### src/rtl/booth_mac_if.sv
// Operand/result bundle for the Booth multiply-accumulate engine.
// master: register-file side driving operands and commands.
// slave : the MAC engine itself.
//
// Handshake: start and clear_acc are level requests sampled on a rising clock
// edge only while busy is low. There is no ready/accept signal. A start seen
// in IDLE is always taken. A start or clear_acc seen while busy is dropped.
// booth_ready is a single-cycle strobe meaning m holds a freshly accumulated
// value. busy is low in that same cycle, so a new start may be presented then.
interface booth_mac_if #(
   parameter int OP_WIDTH  = 16,
   parameter int ACC_WIDTH = 32
);
   logic                 start;
   logic                 clear_acc;
   logic [OP_WIDTH-1:0]  a;
   logic [OP_WIDTH-1:0]  b;
   logic [ACC_WIDTH-1:0] m;
   logic                 booth_ready;
   logic                 busy;
   logic                 overflow;
   logic [1:0]           dbg_state;

   modport master (
      output start, clear_acc, a, b,
      input  m, booth_ready, busy, overflow, dbg_state
   );

   modport slave (
      input  start, clear_acc, a, b,
      output m, booth_ready, busy, overflow, dbg_state
   );
endinterface

### src/rtl/booth_mac.sv
// Sequential radix-2 Booth signed multiply-accumulate engine.
// A multiply takes one load edge, OP_WIDTH Booth steps and one accumulate
// edge. The accumulator wraps modulo 2^ACC_WIDTH and keeps a sticky
// signed-overflow flag.
module booth_mac #(
   parameter int OP_WIDTH  = 16,
   parameter int ACC_WIDTH = 32
) (
   input  logic        clk,
   input  logic        rst_n,
   booth_mac_if.slave  bus
);
   localparam int CNT_W = $clog2(OP_WIDTH + 1);
   localparam logic [CNT_W-1:0] LAST_STEP = CNT_W'(OP_WIDTH - 1);

   localparam logic [1:0] S_IDLE  = 2'd0;
   localparam logic [1:0] S_ITER  = 2'd1;
   localparam logic [1:0] S_ACCUM = 2'd2;

   logic [1:0]           state_q, state_d;
   logic [CNT_W-1:0]     cnt_q, cnt_d;
   logic [OP_WIDTH-1:0]  mc_q, mc_d;
   // H is one bit wider than the operands so that subtracting the
   // most-negative multiplicand cannot overflow.
   logic [OP_WIDTH:0]    h_q, h_d;
   logic [OP_WIDTH-1:0]  q_q, q_d;
   logic                 q1_q, q1_d;
   logic [ACC_WIDTH-1:0] m_q, m_d;
   logic                 ovf_q, ovf_d;
   logic                 rdy_q, rdy_d;

   logic [OP_WIDTH:0]           mc_ext;
   logic [OP_WIDTH:0]           step_sum;
   logic signed [2*OP_WIDTH-1:0] prod_raw;
   logic [ACC_WIDTH-1:0]        prod_ext;
   logic [ACC_WIDTH-1:0]        acc_sum;
   logic                        acc_ovf;

   assign mc_ext   = (OP_WIDTH + 1)'($signed(mc_q));
   assign prod_raw = {h_q[OP_WIDTH-1:0], q_q};
   assign prod_ext = ACC_WIDTH'(prod_raw);
   assign acc_sum  = m_q + prod_ext;
   assign acc_ovf  = (m_q[ACC_WIDTH-1] == prod_ext[ACC_WIDTH-1]) &&
                     (acc_sum[ACC_WIDTH-1] != m_q[ACC_WIDTH-1]);

   // Booth add/subtract selected by the two low bits of {Q, q_1}.
   always_comb begin
      step_sum = h_q;
      case ({q_q[0], q1_q})
         2'b01:   step_sum = h_q + mc_ext;
         2'b10:   step_sum = h_q - mc_ext;
         default: step_sum = h_q;
      endcase
   end

   // Next-state logic for the FSM and the datapath registers.
   always_comb begin
      state_d = state_q;
      cnt_d   = cnt_q;
      mc_d    = mc_q;
      h_d     = h_q;
      q_d     = q_q;
      q1_d    = q1_q;
      m_d     = m_q;
      ovf_d   = ovf_q;
      rdy_d   = 1'b0;
      case (state_q)
         S_IDLE: begin
            // A clear that arrives with a start zeroes the accumulator first.
            // The new product then accumulates onto zero.
            if (bus.clear_acc) begin
               m_d   = '0;
               ovf_d = 1'b0;
            end
            if (bus.start) begin
               mc_d    = bus.a;
               h_d     = '0;
               q_d     = bus.b;
               q1_d    = 1'b0;
               cnt_d   = '0;
               state_d = S_ITER;
            end
         end
         S_ITER: begin
            // Arithmetic right shift of {H, Q, q_1}, applied after the add.
            h_d   = {step_sum[OP_WIDTH], step_sum[OP_WIDTH:1]};
            q_d   = {step_sum[0], q_q[OP_WIDTH-1:1]};
            q1_d  = q_q[0];
            cnt_d = cnt_q + CNT_W'(1);
            if (cnt_q == LAST_STEP) state_d = S_ACCUM;
         end
         S_ACCUM: begin
            m_d     = acc_sum;
            ovf_d   = ovf_q | acc_ovf;
            rdy_d   = 1'b1;
            state_d = S_IDLE;
         end
         default: state_d = S_IDLE;
      endcase
   end

   // State and datapath registers with asynchronous active-low reset.
   always_ff @(posedge clk or negedge rst_n) begin
      if (!rst_n) begin
         state_q <= S_IDLE;
         cnt_q   <= '0;
         mc_q    <= '0;
         h_q     <= '0;
         q_q     <= '0;
         q1_q    <= 1'b0;
         m_q     <= '0;
         ovf_q   <= 1'b0;
         rdy_q   <= 1'b0;
      end else begin
         state_q <= state_d;
         cnt_q   <= cnt_d;
         mc_q    <= mc_d;
         h_q     <= h_d;
         q_q     <= q_d;
         q1_q    <= q1_d;
         m_q     <= m_d;
         ovf_q   <= ovf_d;
         rdy_q   <= rdy_d;
      end
   end

   assign bus.m           = m_q;
   assign bus.booth_ready = rdy_q;
   assign bus.busy        = (state_q != S_IDLE);
   assign bus.overflow    = ovf_q;
   assign bus.dbg_state   = state_q;
endmodule

### src/flat_wrapper.sv
// flat-port wrapper written by rule: the top's interface ports become plain ports
module booth_mac_flat 
#(
   parameter int OP_WIDTH  = 16,
   parameter int ACC_WIDTH = 32
)
  (clk, rst_n, bus_start, bus_clear_acc, bus_a, bus_b, bus_m, bus_booth_ready, bus_busy, bus_overflow, bus_dbg_state);
  booth_mac_if #(.OP_WIDTH(OP_WIDTH), .ACC_WIDTH(ACC_WIDTH)) bus_i ();
  input  logic clk;
  input  logic rst_n;
  input wire logic [$bits(bus_i.start)-1:0] bus_start;
  input wire logic [$bits(bus_i.clear_acc)-1:0] bus_clear_acc;
  input wire logic [$bits(bus_i.a)-1:0] bus_a;
  input wire logic [$bits(bus_i.b)-1:0] bus_b;
  output wire logic [$bits(bus_i.m)-1:0] bus_m;
  output wire logic [$bits(bus_i.booth_ready)-1:0] bus_booth_ready;
  output wire logic [$bits(bus_i.busy)-1:0] bus_busy;
  output wire logic [$bits(bus_i.overflow)-1:0] bus_overflow;
  output wire logic [$bits(bus_i.dbg_state)-1:0] bus_dbg_state;
  assign bus_i.start = bus_start;
  assign bus_i.clear_acc = bus_clear_acc;
  assign bus_i.a = bus_a;
  assign bus_i.b = bus_b;
  assign bus_m = bus_i.m;
  assign bus_booth_ready = bus_i.booth_ready;
  assign bus_busy = bus_i.busy;
  assign bus_overflow = bus_i.overflow;
  assign bus_dbg_state = bus_i.dbg_state;
  booth_mac #(.OP_WIDTH(OP_WIDTH), .ACC_WIDTH(ACC_WIDTH)) u_core (.clk(clk), .rst_n(rst_n), .bus(bus_i));
endmodule
### config.mk
export PLATFORM = sky130hd
export DESIGN_NAME = booth_mac_flat
export DESIGN_NICKNAME = d
export VERILOG_FILES = /design/src/rtl/booth_mac_if.sv /design/src/rtl/booth_mac.sv /design/src/flat_wrapper.sv
export SDC_FILE = /design/constraint.sdc
export NUM_CORES = 1
export LEC_CHECK = 0
export ABC_AREA = 0
export CAP_MARGIN = 20
export CORE_MARGIN = 2
export CORE_UTILIZATION = 55
export DETAILED_ROUTE_END_ITERATION = 12
export PLACE_DENSITY = 0.86
export SLEW_MARGIN = 20
export SYNTH_ARGS = -nofsm -noshare
export SYNTH_HDL_FRONTEND = slang
export SYNTH_SLANG_ARGS = --single-unit
export TNS_END_PERCENT = 100
### constraint.sdc
create_clock -name clk -period 3.68 [get_ports clk]
set_input_delay 0.736 -clock clk [delete_from_list [all_inputs] [get_ports clk]]
set_output_delay 0.736 -clock clk [all_outputs]
set_load 0.05 [all_outputs]
==> results of run 1 <==
[per-stage QoR]
stage,hold WS (ns),utilization (%)
after floorplan,0.440,-
after global placement,0.476,64.5
after detailed placement,0.492,64.5
after CTS,0.373,67.4
after global routing,0.408,67.5
final,0.356,67.5
[worst max-delay path: stages (launching register included)]
cell and delay (ns):
dfrtp_1 0.36, inv_1 0.08, ha_1 0.43, mux2_2 0.42, inv_1 0.07, ha_1 0.21, nor2b_1 0.13, o21ai_0 0.19
a21oi_1 0.12, o21ai_0 0.26, a21boi_1 0.22, a211oi_1 0.40, a21oi_1 0.14, xnor2_1 0.15, o211ai_1 0.17
[layer usage]
| layer | vias to the layer above | share of wire, % |
|---|---|---|
| li1 | 2717 | - |
| met2 | 178 | 49 |
| met1 | 2790 | 44 |
| met5 | - | 0 |
| met3 | 18 | 5.1 |
| met4 | 0 | 1.3 |
[kinds of logic after synthesis]
kind of cell | share of synthesized area, %
AO/OA/AOI/OAI | 22.8
XOR/XNOR | 6.65
multiplexers | 0.667
adder cells (fa/ha/maj) | 10.9
flip-flops | 36.4
AND/OR/NAND/NOR | 19.5
buffers and inverters | 3.05
[worst max path at each step]
stage | to | slack [ns] | cells after the start
global route | u_core.h_q[14] | 0.01 | 14
detailed placement | u_core.h_q[15] | 0.23 | 14
finish | u_core.h_q[14] | 0.25 | 14
global placement | u_core.h_q[15] | 0.39 | 14
floorplan | u_core.h_q[15] | 0.51 | 14
CTS | u_core.h_q[15] | 0.19 | 14
[synthesized netlist by cell type, types with 6 or more instances]
cell type,instances,area [um^2]
xnor2_1,32,280
a21oi_1,50,250
o21ai_0,56,280
xor2_1,15,131
dfrtp_1,90,2250
nor2_1,35,131
inv_1,19,71.3
nor3_1,12,60.1
nand4_1,8,50.1
nand3_1,25,125
a31oi_1,9,56.3
a211oi_1,6,45.0
ha_1,51,638
a21o_1,15,113
nor2b_1,10,62.6
clkbuf_1,26,97.6
and2_1,6,37.5
o21ai_1,14,70.1
nand2_1,135,507
o21a_1,8,60.1
a22oi_1,18,135
nand2b_1,6,37.5
[repair_timing]
item	4_1_cts	5_1_grt
gates resized for setup	0	1
hold buffers	0	0
hold endpoints to repair	0	0
endpoints found under the setup margin	0	1
[flip-flops by register name, indices dropped and copies added, names as in the netlist]
name                    cells
u_core.bus.overflow         1
u_core.bus.m               32
u_core.h_q                 16
u_core.bus.booth_ready      1
u_core.cnt_q                5
u_core.q_q                 16
u_core.q1_q                 1
u_core.mc_q                16
u_core.bus.dbg_state        2
[final cells by class]
| class | count | area share [%] |
|---|---|---|
| Inverter | 20 | 1.02 |
| Clock buffer | 9 | 3.05 |
| Tap cell | 140 | 2.37 |
| Clock inverter | 7 | 1.27 |
| Timing Repair Buffer | 82 | 10.7 |
| Multi-Input combinational cell | 583 | 51.0 |
| Sequential cell | 90 | 30.5 |
[power by group through the flow]
stage	logic, mW	registers [mW]	clock network [mW]
4_1_cts	4.53	1.75	0.996
5_1_grt	5.04	1.80	1.04
2_1_floorplan	3.36	1.82	0
3_3_place_gp	4.22	1.75	0
3_5_place_dp	4.45	1.76	0
6_report	4.60	1.76	0.993
==> reports/results.ini, run 1 <==
[power_and_ir_drop]
p_sw_mw=3.47
power.share.combinational_pct=62.5
total_power_mw=7.35
peakVddDrop_uv=660
p_clk_share_pct=13.5
p_per_area_nw_per_um2=996
intPower_mw=3.88
seqPwrFrac_pct=24.0
power.leakage_nw=3.35
switching_share_pct=47.2

[global_route]
first_global_vias=5295
met2_usage_pct=42.8
antenna_found_initial=0
track_usage_pct=26.3
grtUsageMet1_pct=37.1
top_usage_layer=met2
use_met3_pct=2.76
overflow=0
grt_first_pass_wirelength_mm=25.5
grt_max_degree=44

[drt]
wirelength_mm=15.6
first_iter_violations=444
vias_per_cell=6.13
wl_per_cell_um=16.8
vias=5703
drt-pass1-iter-count=8
drc=0
ant_nets=0

[final_layout]
diodes=0
final_cell_mix=nand2_1, dfrtp_1, clkdlybuf4s50_1
layout_commonest_cell=nand2_1
syn_to_final_growth_pct=19.2
final_cell_area_um2=7380
layout-drive-gt1-share_pct=5.82
seq_area_um2=2250
fin_cells=931
final_nets=875
nFillCells=872
multi_input_area_um2=3770

[clocking]
postCtsSetupRepairBufs=0
cts_tree=done
clk_pin_slew_ns=0.07
clockBufferDepth=2
htree_levels=3
cts_root_buffer=clkbuf_16
cts.sinks=90
numCtsBuffers=9
clk_latency_ns=0.34

[critical_path]
worstReg2RegStart=u_core.q1_q
cp-end-kind=flip-flop
cp.required_ns=3.93
reg2reg_slack_ns=0.25
critPathLaunchType=flip-flop
worstPathMaxFanout=9
critical_path_class=flip-flop to flip-flop
r2r-end=u_core.h_q[14]
cp.arrival_ns=3.69
reg2regPathDepth=14
crit_start=u_core.q1_q

[timing]
rsz0062_at_grt=false
worstMarginPinSlew_ns=0.993
hold_viol_final=0
finalMaxSlewViolations=0
fin_skew_ns=0.00384
finalCriticalPeriod_ns=3.43
min_period_over_period_pct=93.3
setup_ws_ns=0.248
fmax_mhz=291
relSlewSlack_pct=33.6
fin_tns_setup_ns=0
setup_viol=0

[place]
pre_cts_slack_ns=0.227
dp_hpwl_mm=11.0
place_inst=915
place_congestion=0.896
io_buffers=72
placed_area_um2=7050

[die]
initial_core_util_pct=56.6
die_width_um=110
rows=38
coreArea_um2=10900
die_h_um=110
io_pins=73
dieArea_um2=12100

[synthesis]
synth_nets=812
ys_seq_area_share_pct=36.4
synth_area_um2=6190
synth_edf_count=0
ys_ff_latch=90
yosysWarningCount=0
synthCells=723
avgSynthCellArea_um2=8.57
synthFlopType=dfrtp_1
synthArstFlopShare_pct=100
synth.distinct_cells=66

[outcome]
outcome=complete, no violations

[worst_hold_path]
hold_class=input pin to async pin

[flow_run]
drv_cap=0

(Power assumes the default switching activity.)
==> run 2: changes to the inputs <==
--- a/config.mk
+++ b/config.mk
@@ -8,9 +8,9 @@
 export ABC_AREA = 0
 export CAP_MARGIN = 20
 export CORE_MARGIN = 2
-export CORE_UTILIZATION = 55
+export CORE_UTILIZATION = 37
 export DETAILED_ROUTE_END_ITERATION = 12
-export PLACE_DENSITY = 0.86
+export PLACE_DENSITY = 0.64
 export SLEW_MARGIN = 20
 export SYNTH_ARGS = -nofsm -noshare
 export SYNTH_HDL_FRONTEND = slang
==> run 2 against run 1 <==
Net effect:
- first-iteration DRC count decreased by 24%
- register-to-register slack improved by 0.02 ns
- largest power group unchanged
- non-clock buffer count increased by 4
- via count decreased by 6.2%
- global-route usage decreased by 8.8 points
==> reports/results.ini, run 2 (same netlist as run 1, synthesis figures left out) <==
[worst_hold_path]
hold_class=input pin to async pin

[timing]
rsz0062_at_grt=false
worstMarginPinSlew_ns=0.597  ; -0.397 ns
fin_skew_ns=0.0114  ; +0.00752 ns
finalCriticalPeriod_ns=3.41  ; -0.0212 ns
setup_viol=0  ; unchanged
fin_tns_setup_ns=0  ; unchanged
hold_viol_final=0  ; unchanged
fmax_mhz=293  ; +0.62%
finalMaxSlewViolations=0  ; unchanged
setup_ws_ns=0.269  ; +0.0212 ns
relSlewSlack_pct=60.1  ; +27 points
min_period_over_period_pct=92.7  ; -0.58 points

[clocking]
postCtsSetupRepairBufs=0  ; unchanged
hold_buffers=0  ; unchanged
numCtsBuffers=9  ; unchanged
clk_pin_slew_ns=0.07  ; about the same
clk_latency_ns=0.36  ; +0.02 ns
clockBufferDepth=2  ; unchanged
cts_root_buffer=clkbuf_16
cts_tree=done
htree_levels=3  ; unchanged
cts.sinks=90  ; unchanged
cts.repair.resized=0  ; unchanged

[critical_path]
r2r-end=u_core.h_q[15]
critical_path_class=flip-flop to flip-flop
reg2regPathDepth=14  ; unchanged
cp.arrival_ns=3.69  ; about the same
cp_slowest_stage_delay_ns=0.57  ; +0.14 ns
crit_family=compound AO/OA/AOI/OAI gates
worstPathCellList=or4_4 -> nor2_1 -> a21oi_1 -> xnor2_1 -> ha_1 -> a21o_1 -> a21o_1 -> a21o_1 -> a21oi_1 -> nand2_1 -> a41oi_1 -> nor3_1 -> a211oi_2 -> mux2i_1
cpMostUsedCell=a21o_1
crit_buf_inv=0  ; -2
crit_start=u_core.mc_q[5]
critPathLaunchType=flip-flop
worstPathMaxFanout=5  ; -4
cp-end-kind=flip-flop
worstReg2RegStart=u_core.mc_q[5]
slowest_stage=or4_4
cp.required_ns=3.96  ; +0.03 ns
reg2reg_slack_ns=0.27  ; +0.02 ns

[place]
placed_area_um2=7180  ; +1.8%
place_congestion=0.896  ; about the same
pre_cts_slack_ns=0.267  ; +0.0401 ns
dp_hpwl_mm=11.3  ; +2.5%
place_inst=999  ; +9.2%
io_buffers=72  ; unchanged

[drt]
drt-pass1-iter-count=4  ; -4
drc=0  ; unchanged
wl_per_cell_um=14.9  ; -11%
wirelength_mm=15.1  ; -3.0%
vias_per_cell=5.27  ; -14%
first_iter_violations=338  ; -24%
vias=5349  ; -6.2%
ant_nets=0  ; unchanged

[flow_run]
drv_cap=0  ; unchanged

[die]
die_h_um=133  ; +21%
initial_core_util_pct=37.6  ; -19 points
io_pins=73  ; unchanged
dieArea_um2=17800  ; +47%
die_width_um=133  ; +21%
rows=47  ; +24%
coreArea_um2=16500  ; +51%

[final_layout]
syn_to_final_growth_pct=20.9
diodes=0  ; unchanged
final_cell_mix=nand2_1, dfrtp_1, clkdlybuf4s50_1
final_nets=879  ; +0.46%
layout-drive-gt1-share_pct=6.04  ; +0.22 points
post-route-util_pct=45.5  ; -22 points
layout_commonest_cell=nand2_1
largest_reg_flops=32  ; unchanged
nFillCells=1654  ; +90%
final_cell_area_um2=7490  ; +1.4%
fin_cells=1015  ; +9.0%

[power_and_ir_drop]
power.leakage_nw=3.36  ; +0.28%
peakVddDrop_uv=532  ; -19%
p_per_area_nw_per_um2=957  ; -3.9%

[global_route]
overflow=0  ; unchanged
grt_first_pass_wirelength_mm=25.3  ; -0.71%
grt_max_degree=41  ; -6.8%
antenna_found_initial=0  ; unchanged
first_global_vias=5011  ; -5.4%
track_usage_pct=17.5  ; -8.8 points

[outcome]
outcome=complete, no violations

[run 2: layout make-up]
cell class                 count  area [um^2]  share of cell area (%)
clock inverter                 6         73.8                   0.986
tap                          220          275                    3.68
sequential                    90         2250                    30.1
clock buffer                  10          229                    3.06
timing repair buffer          86          823                    11.0
multi-input combinational    583         3760                    50.2
inverter                      20         75.1                    1.00
[run 2: routing by layer]
| metal | track usage [%] | wire length, um | vias up |
|---|---|---|---|
| met3 | 3.08 | 534 | 13 |
| met1 | 25.2 | 7550 | 2529 |
| met2 | 27.3 | 6860 | 74 |
| met5 | 0 | 0 | - |
| met4 | 4.79 | 187 | 0 |
| li1 | - | - | 2733 |
[run 2: stage by stage]
| stage | hold slack (ns) | power, mW |
|---|---|---|
| 2_1_floorplan | 0.440 | 5.18 |
| 3_3_place_gp | 0.482 | 6.18 |
| 3_5_place_dp | 0.481 | 6.23 |
| 4_1_cts | 0.364 | 7.22 |
| 5_1_grt | 0.382 | 7.82 |
| 6_report | 0.348 | 7.17 |
[run 2: how the worst max path moves through the flow]
| stage | endpoint | slack, ns | cells past startpoint |
|---|---|---|---|
| detailed placement | u_core.h_q[15] | 0.27 | 14 |
| global placement | u_core.h_q[15] | 0.37 | 14 |
| finish | u_core.h_q[15] | 0.27 | 14 |
| CTS | u_core.h_q[15] | 0.27 | 14 |
| floorplan | u_core.h_q[15] | 0.51 | 14 |
| global route | u_core.h_q[15] | 0.09 | 14 |
[run 2: report_power, final]
| part | internal, mW | total, mW | switching (mW) |
|---|---|---|---|
| sequential | 1.36 | 1.76 | 0.397 |
| clock | 0.537 | 0.962 | 0.425 |
| combinational | 1.93 | 4.44 | 2.51 |
==> edit 1 (config.mk and constraints of run 2) <==
`OP_WIDTH` is set to 16 in 3 places; all go to 32.
--- a/src/rtl/booth_mac_if.sv
+++ b/src/rtl/booth_mac_if.sv
@@ -8,7 +8,7 @@
 // booth_ready is a single-cycle strobe meaning m holds a freshly accumulated
 // value. busy is low in that same cycle, so a new start may be presented then.
 interface booth_mac_if #(
-   parameter int OP_WIDTH  = 16,
+   parameter int OP_WIDTH  = 32,
    parameter int ACC_WIDTH = 32
 );
    logic                 start;
--- a/src/rtl/booth_mac.sv
+++ b/src/rtl/booth_mac.sv
@@ -3,7 +3,7 @@
 // edge. The accumulator wraps modulo 2^ACC_WIDTH and keeps a sticky
 // signed-overflow flag.
 module booth_mac #(
-   parameter int OP_WIDTH  = 16,
+   parameter int OP_WIDTH  = 32,
    parameter int ACC_WIDTH = 32
 ) (
    input  logic        clk,
--- a/src/flat_wrapper.sv
+++ b/src/flat_wrapper.sv
@@ -1,7 +1,7 @@
 // flat-port wrapper written by rule: the top's interface ports become plain ports
 module booth_mac_flat 
 #(
-   parameter int OP_WIDTH  = 16,
+   parameter int OP_WIDTH  = 32,
    parameter int ACC_WIDTH = 32
 )
   (clk, rst_n, bus_start, bus_clear_acc, bus_a, bus_b, bus_m, bus_booth_ready, bus_busy, bus_overflow, bus_dbg_state);
Ports: changed (resized bus_a and bus_b); port bits go from 73 to 105. The function was not compared with the original's and may differ.
==> edit 1 against run 2 <==
  * Wire length up 70%
  * Critical path type unchanged
  * Sequential cell count up 49
  * Final area grew 62%
  * Synthesized cell count increased by 56%
  * Setup slack got worse by 0.26 ns
  * Combinational power rose by 30%
  * Largest cell class unchanged
  * Clock skew grew 0.0018 ns
  * Global-route usage increased by 1.6 points
  * Sequential power rose by 41%
  * Synthesized area grew 54%
  * Power rose by 39%
  * Fmax decreased by 7.2%
==> edit 1: results (changes against run 2) <==
Yosys
  • Top cells by area, synth: dfrtp_1, ha_1, nand2_1
  • Post-Synth Adder-Cell Area: 9.07% (-1.9 points)
  • Sequential fraction of the synthesis area: 36.4% (+0.081 points)
  • Count of mapped cells out of synthesis: 1126 (+56%)
  • Ranking of synthesized cells by instance count: nand2_1, dfrtp_1, a21oi_1, o21ai_0, ha_1

Detailed routing
  • Routed wl met2: 12.1 mm (+77%)
  • Total routed wirelength: 25.7 mm (+70%)
  • Met1 Routed Length: 12.1 mm (+61%)
  • Detailed-routing iteration count for the pre-antenna-repair pass: 5 (+1)
  • Avg Vias per Cell: 5.45 (+3.4%)

Worst setup path
  • Critical path's slowest cell: or3_4
  • Internal reg-to-reg setup slack: 0.005 ns (-0.26 ns)
  • Cell depth of the worst flop-to-flop path: 16 (+2)
  • Startpoint of the most critical setup path: u_core.mc_q[9]$_DFFE_PN0P_
  • Critical path's largest stage delay: 0.42 ns (-0.15 ns)

Timing
  • Clock skew: 0.0132 ns (+0.00185 ns)
  • Worst Tran Pin Value: 0.890 ns (+0.293 ns)

Placement
  • Buffers added on ports: 104 (+44%)
  • Cell area after placement: 11300 um^2 (+57%)

Cells and area
  • Post-layout net count: 1395 (+59%)
  • Share of layout cells above drive strength 1: 10.8% (+4.8 points)
  • Layout fillers: 2423 (+46%)

Power and ir drop
  • Max rail drop VDD: 0.000370 V (-31%)
  • Reported leakage power: 5.51 nW (+64%)

Global route
  • Total global routing track utilization: 19.1% (+1.6 points)
  • Vias in the first global route: 8330 (+66%)
  • Global Route met1 Usage: 26.5% (+1.3 points)
  • Routing usage on met3: 2.99% (-0.094 points)

Outcome
  • Outcome: complete, no violations

Clock network
  • H-tree levels: 4 (+1)
  • Clk Latency, worst-skew pair: 0.43 ns (+0.07 ns)
-- edit 1: cell count changes after synthesis, moves of 27 or more --
| cell | before | now |
|---|---|---|
| dfrtp_1 | 90 | 139 |
| nor2b_1 | 10 | 37 |
| nand2_1 | 135 | 167 |
| o21ai_0 | 56 | 87 |
| a22oi_1 | 18 | 50 |
| clkbuf_1 | 26 | 54 |
| o21ai_1 | 14 | 43 |
| a21oi_1 | 50 | 103 |
-- edit 1: area by class of cell --
class | instances | share of cell area [%]
multi-input cells | 905 | 49.2
inverters | 26 | 0.806
clock buffers | 17 | 3.51
well taps | 330 | 3.41
repair buffers | 170 | 13.1
clock inverters | 15 | 1.25
flip-flops and latches | 139 | 28.7
-- edit 1: where the power goes --
group	leakage [nW]	internal (W)	switching (W)
registers	1.78	0.00199	0.000496
clock network	0.268	0.000954	0.000755
logic	3.47	0.00267	0.00310
total	5.51	0.00562	0.00435
==> edit 2 (settings of run 2) <==
Without the edit above. Take the reset off `m_q` and load it in a clocked block of its own.
--- a/src/rtl/booth_mac.sv
+++ b/src/rtl/booth_mac.sv
@@ -108,7 +108,6 @@
          h_q     <= '0;
          q_q     <= '0;
          q1_q    <= 1'b0;
-         m_q     <= '0;
          ovf_q   <= 1'b0;
          rdy_q   <= 1'b0;
       end else begin
@@ -118,10 +117,13 @@
          h_q     <= h_d;
          q_q     <= q_d;
          q1_q    <= q1_d;
-         m_q     <= m_d;
          ovf_q   <= ovf_d;
          rdy_q   <= rdy_d;
       end
+   end
+
+   always_ff @(posedge clk) begin
+      m_q <= m_d;
    end
 
    assign bus.m           = m_q;
Check against the original RTL: no difference found for any inputs over 10 cycles, from zero or initial values and one cycle with rst_n low; that may be too few to reach the edited logic, so the function may still have changed.
==> edit 2 against run 2 <==
  * Clock power fell by 9.1%
  * Utilization shrank 0.23 points
  * Sequential share of layout area increased by 1.8 points
  * Synthesized cell count shrank 1.1%
  * Sequential cell count unchanged
  * Power up 12%
  * Wire length fell by 2.3%
  * Synthesized area is 2.8% higher
  * Die area up 2.7%
  * Sequential power grew 5%
  * Setup slack better by 0.14 ns
  * Final area grew 0.92%
  * Via count shrank 2.5%
==> edit 2: results (changes against run 2) <==
Placement
  • Placer congestion estimate: 0.894 (-0.22%)
  • DP Wirelength: 11.2 mm (-0.77%)
  • Buffers added on ports: 72 (unchanged)
  • Worst slack, placed: 0.174 ns (-0.0932 ns)

Yosys
  • Sequential fraction of the synthesis area: 37.9% (+1.5 points)
  • Count of cell types in the netlist: 63 (-4.5%)
  • Synth Warn #: 0 (unchanged)
  • Synth Net Count: 804 (-0.99%)
  • Number of flops mapped to enable cells by yosys: 32 (+32)
  • Primary FF master, synth: dfrtp_1
  • Ranking of synthesized cells by instance count: nand2_1, nor2_1, dfrtp_1, a21oi_1, ha_1
  • Top cells by area, synth: dfrtp_1, edfxtp_1, ha_1
  • Most instantiated library cell after synthesis: nand2_1
  • Asr flop ratio synth: 64.4% (-36 points)

Outcome
  • Outcome: complete, no violations

Global route
  • Total global routing track utilization: 17.2% (-0.31 points)
  • First-pass GRT wire length: 25.1 mm (-0.85%)
  • Vias in the first global route: 4967 (-0.88%)
  • Initial antenna violation count: 0 (unchanged)
  • Maximum number of pins on one net before global-route repair: 39 (-4.9%)

Clock network
  • Clk Latency, worst-skew pair: 0.35 ns
  • Maximum number of buffers from clock root to sink: 2 (unchanged)
  • Root Buffer Master: clkbuf_16
  • Clock transition at the registers of the reported paths: 0.07 ns (about the same)
  • Clock buffer count from CTS: 9 (unchanged)
  • H-tree levels: 3 (unchanged)

Detailed routing
  • DRC marker count from the first detailed-route iteration: 317 (-6.2%)
  • Via count of the routed design: 5215 (-2.5%)
  • Detailed-routing iteration count for the pre-antenna-repair pass: 5 (+1)
  • Routed wirelength normalized by instance count: 14.8 um (-0.49%)

Cells and area
  • Share of layout cells above drive strength 1: 5.66% (-0.37 points)
  • Layout fillers: 1652 (-0.12%)
  • Post-layout net count: 861 (-2.0%)
  • Max FFs per register: 32 (unchanged)
  • Diode insertion count for antenna repair: 0 (unchanged)

Timing
  • Post-layout min period: 3.27 ns (-0.139 ns)
  • Max-Slew Margin vs Limit: 30.9% (-29 points)
  • Slew Limit Fails: 0 (unchanged)
  • Clock skew: 0.00724 ns (-0.00412 ns)

Power and ir drop
  • Switching pwr: 0.00386 W (+16%)
  • Reported leakage power: 3.17 nW (-5.7%)
  • Max rail drop VDD: 0.000553 V (+3.9%)

Worst setup path
  • Critical path's slowest cell: dfrtp_1
  • Critical path's largest stage delay: 0.48 ns (-0.09 ns)
  • Worst-path fanout max: 6 (+1)
  • Critical path's top delay family: simple AND/OR/NAND/NOR gates
  • Cell depth of the worst flop-to-flop path: 13 (-1)
  • Arrival time worst endpoint: 3.50 ns (-0.19 ns)
  • Internal reg-to-reg setup slack: 0.41 ns (+0.14 ns)

Hold path
  • Hold Crit Class: input pin to asynchronous set/reset pin
## edit 2: logic make-up (layout without fill, tap and decap cells)
logic type | after synthesis | count (layout) | share of synthesized area [%]
fa+ha+maj | 53 | 53 | 10.7
compound gates | 195 | 195 | 20.6
buf+inv | 53 | 115 | 3.42
flops | 90 | 90 | 37.9
mux | 5 | 5 | 0.806
xor+xnor | 55 | 55 | 7.57
simple gates | 264 | 264 | 19.1
## edit 2: final timing paths
check / start / to
max in group asynchronous: rst_n / u_core.q_q[11]$_DFFE_PN0P_
worst min register to register: u_core.cnt_q[3]$_DFFE_PN0P_ / u_core.cnt_q[3]$_DFFE_PN0P_
min in group clk: u_core.cnt_q[3]$_DFFE_PN0P_ / u_core.cnt_q[3]$_DFFE_PN0P_
worst max-delay path: u_core.mc_q[2]$_DFFE_PN0P_ / u_core.h_q[13]$_DFFE_PN0P_
worst min-delay path: rst_n / u_core.mc_q[14]$_DFFE_PN0P_
worst max register to register: u_core.mc_q[2]$_DFFE_PN0P_ / u_core.h_q[13]$_DFFE_PN0P_
## edit 2: final cells by class
type	instances	area [um^2]	share of cell area (%)
Multi-Input combinational cell	572	3750	49.6
Sequential cell	90	2410	31.9
Timing Repair Buffer	80	776	10.3
Tap cell	220	275	3.64
Clock buffer	10	229	3.03
Inverter	19	71.3	0.944
Clock inverter	6	42.5	0.563
## edit 2: stage by stage
stage / util [%] / instances / instance area (um^2) / hold slack, ns
2_1_floorplan: - / 715 / 6370 / 0.440
3_3_place_gp: 43.5 / 980 / 7270 / 0.484
3_5_place_dp: 43.5 / 980 / 7270 / 0.490
4_1_cts: 45.1 / 996 / 7540 / 0.349
5_1_grt: 45.2 / 997 / 7560 / 0.378
6_report: 45.2 / 997 / 7560 / 0.342
## edit 2: timing repair
action | CTS | global route
setup buffers | 0 | 1
endpoints found under the setup margin | 0 | 3
endpoints found under the hold margin | 0 | 0
resized for setup | 0 | 2
## edit 2: power by group through the flow
stage | clock network [W] | logic, W | registers, W
6_report | 0.000874 | 0.00533 | 0.00185
2_1_floorplan | 0 | 0.00416 | 0.00191
3_3_place_gp | 0 | 0.00523 | 0.00185
5_1_grt | 0.000935 | 0.00603 | 0.00190
4_1_cts | 0.000900 | 0.00530 | 0.00184
3_5_place_dp | 0 | 0.00527 | 0.00186
## edit 2: layer usage
layer  global-route usage (%)  share of wire [%]  vias to the layer above
met5                        0                  0                        -
met2                     26.6                 45                       92
met1                     24.0                 49                     2419
met4                     4.75                1.7                        0
met3                     4.45                3.7                       20
li1                         -                  -                     2684
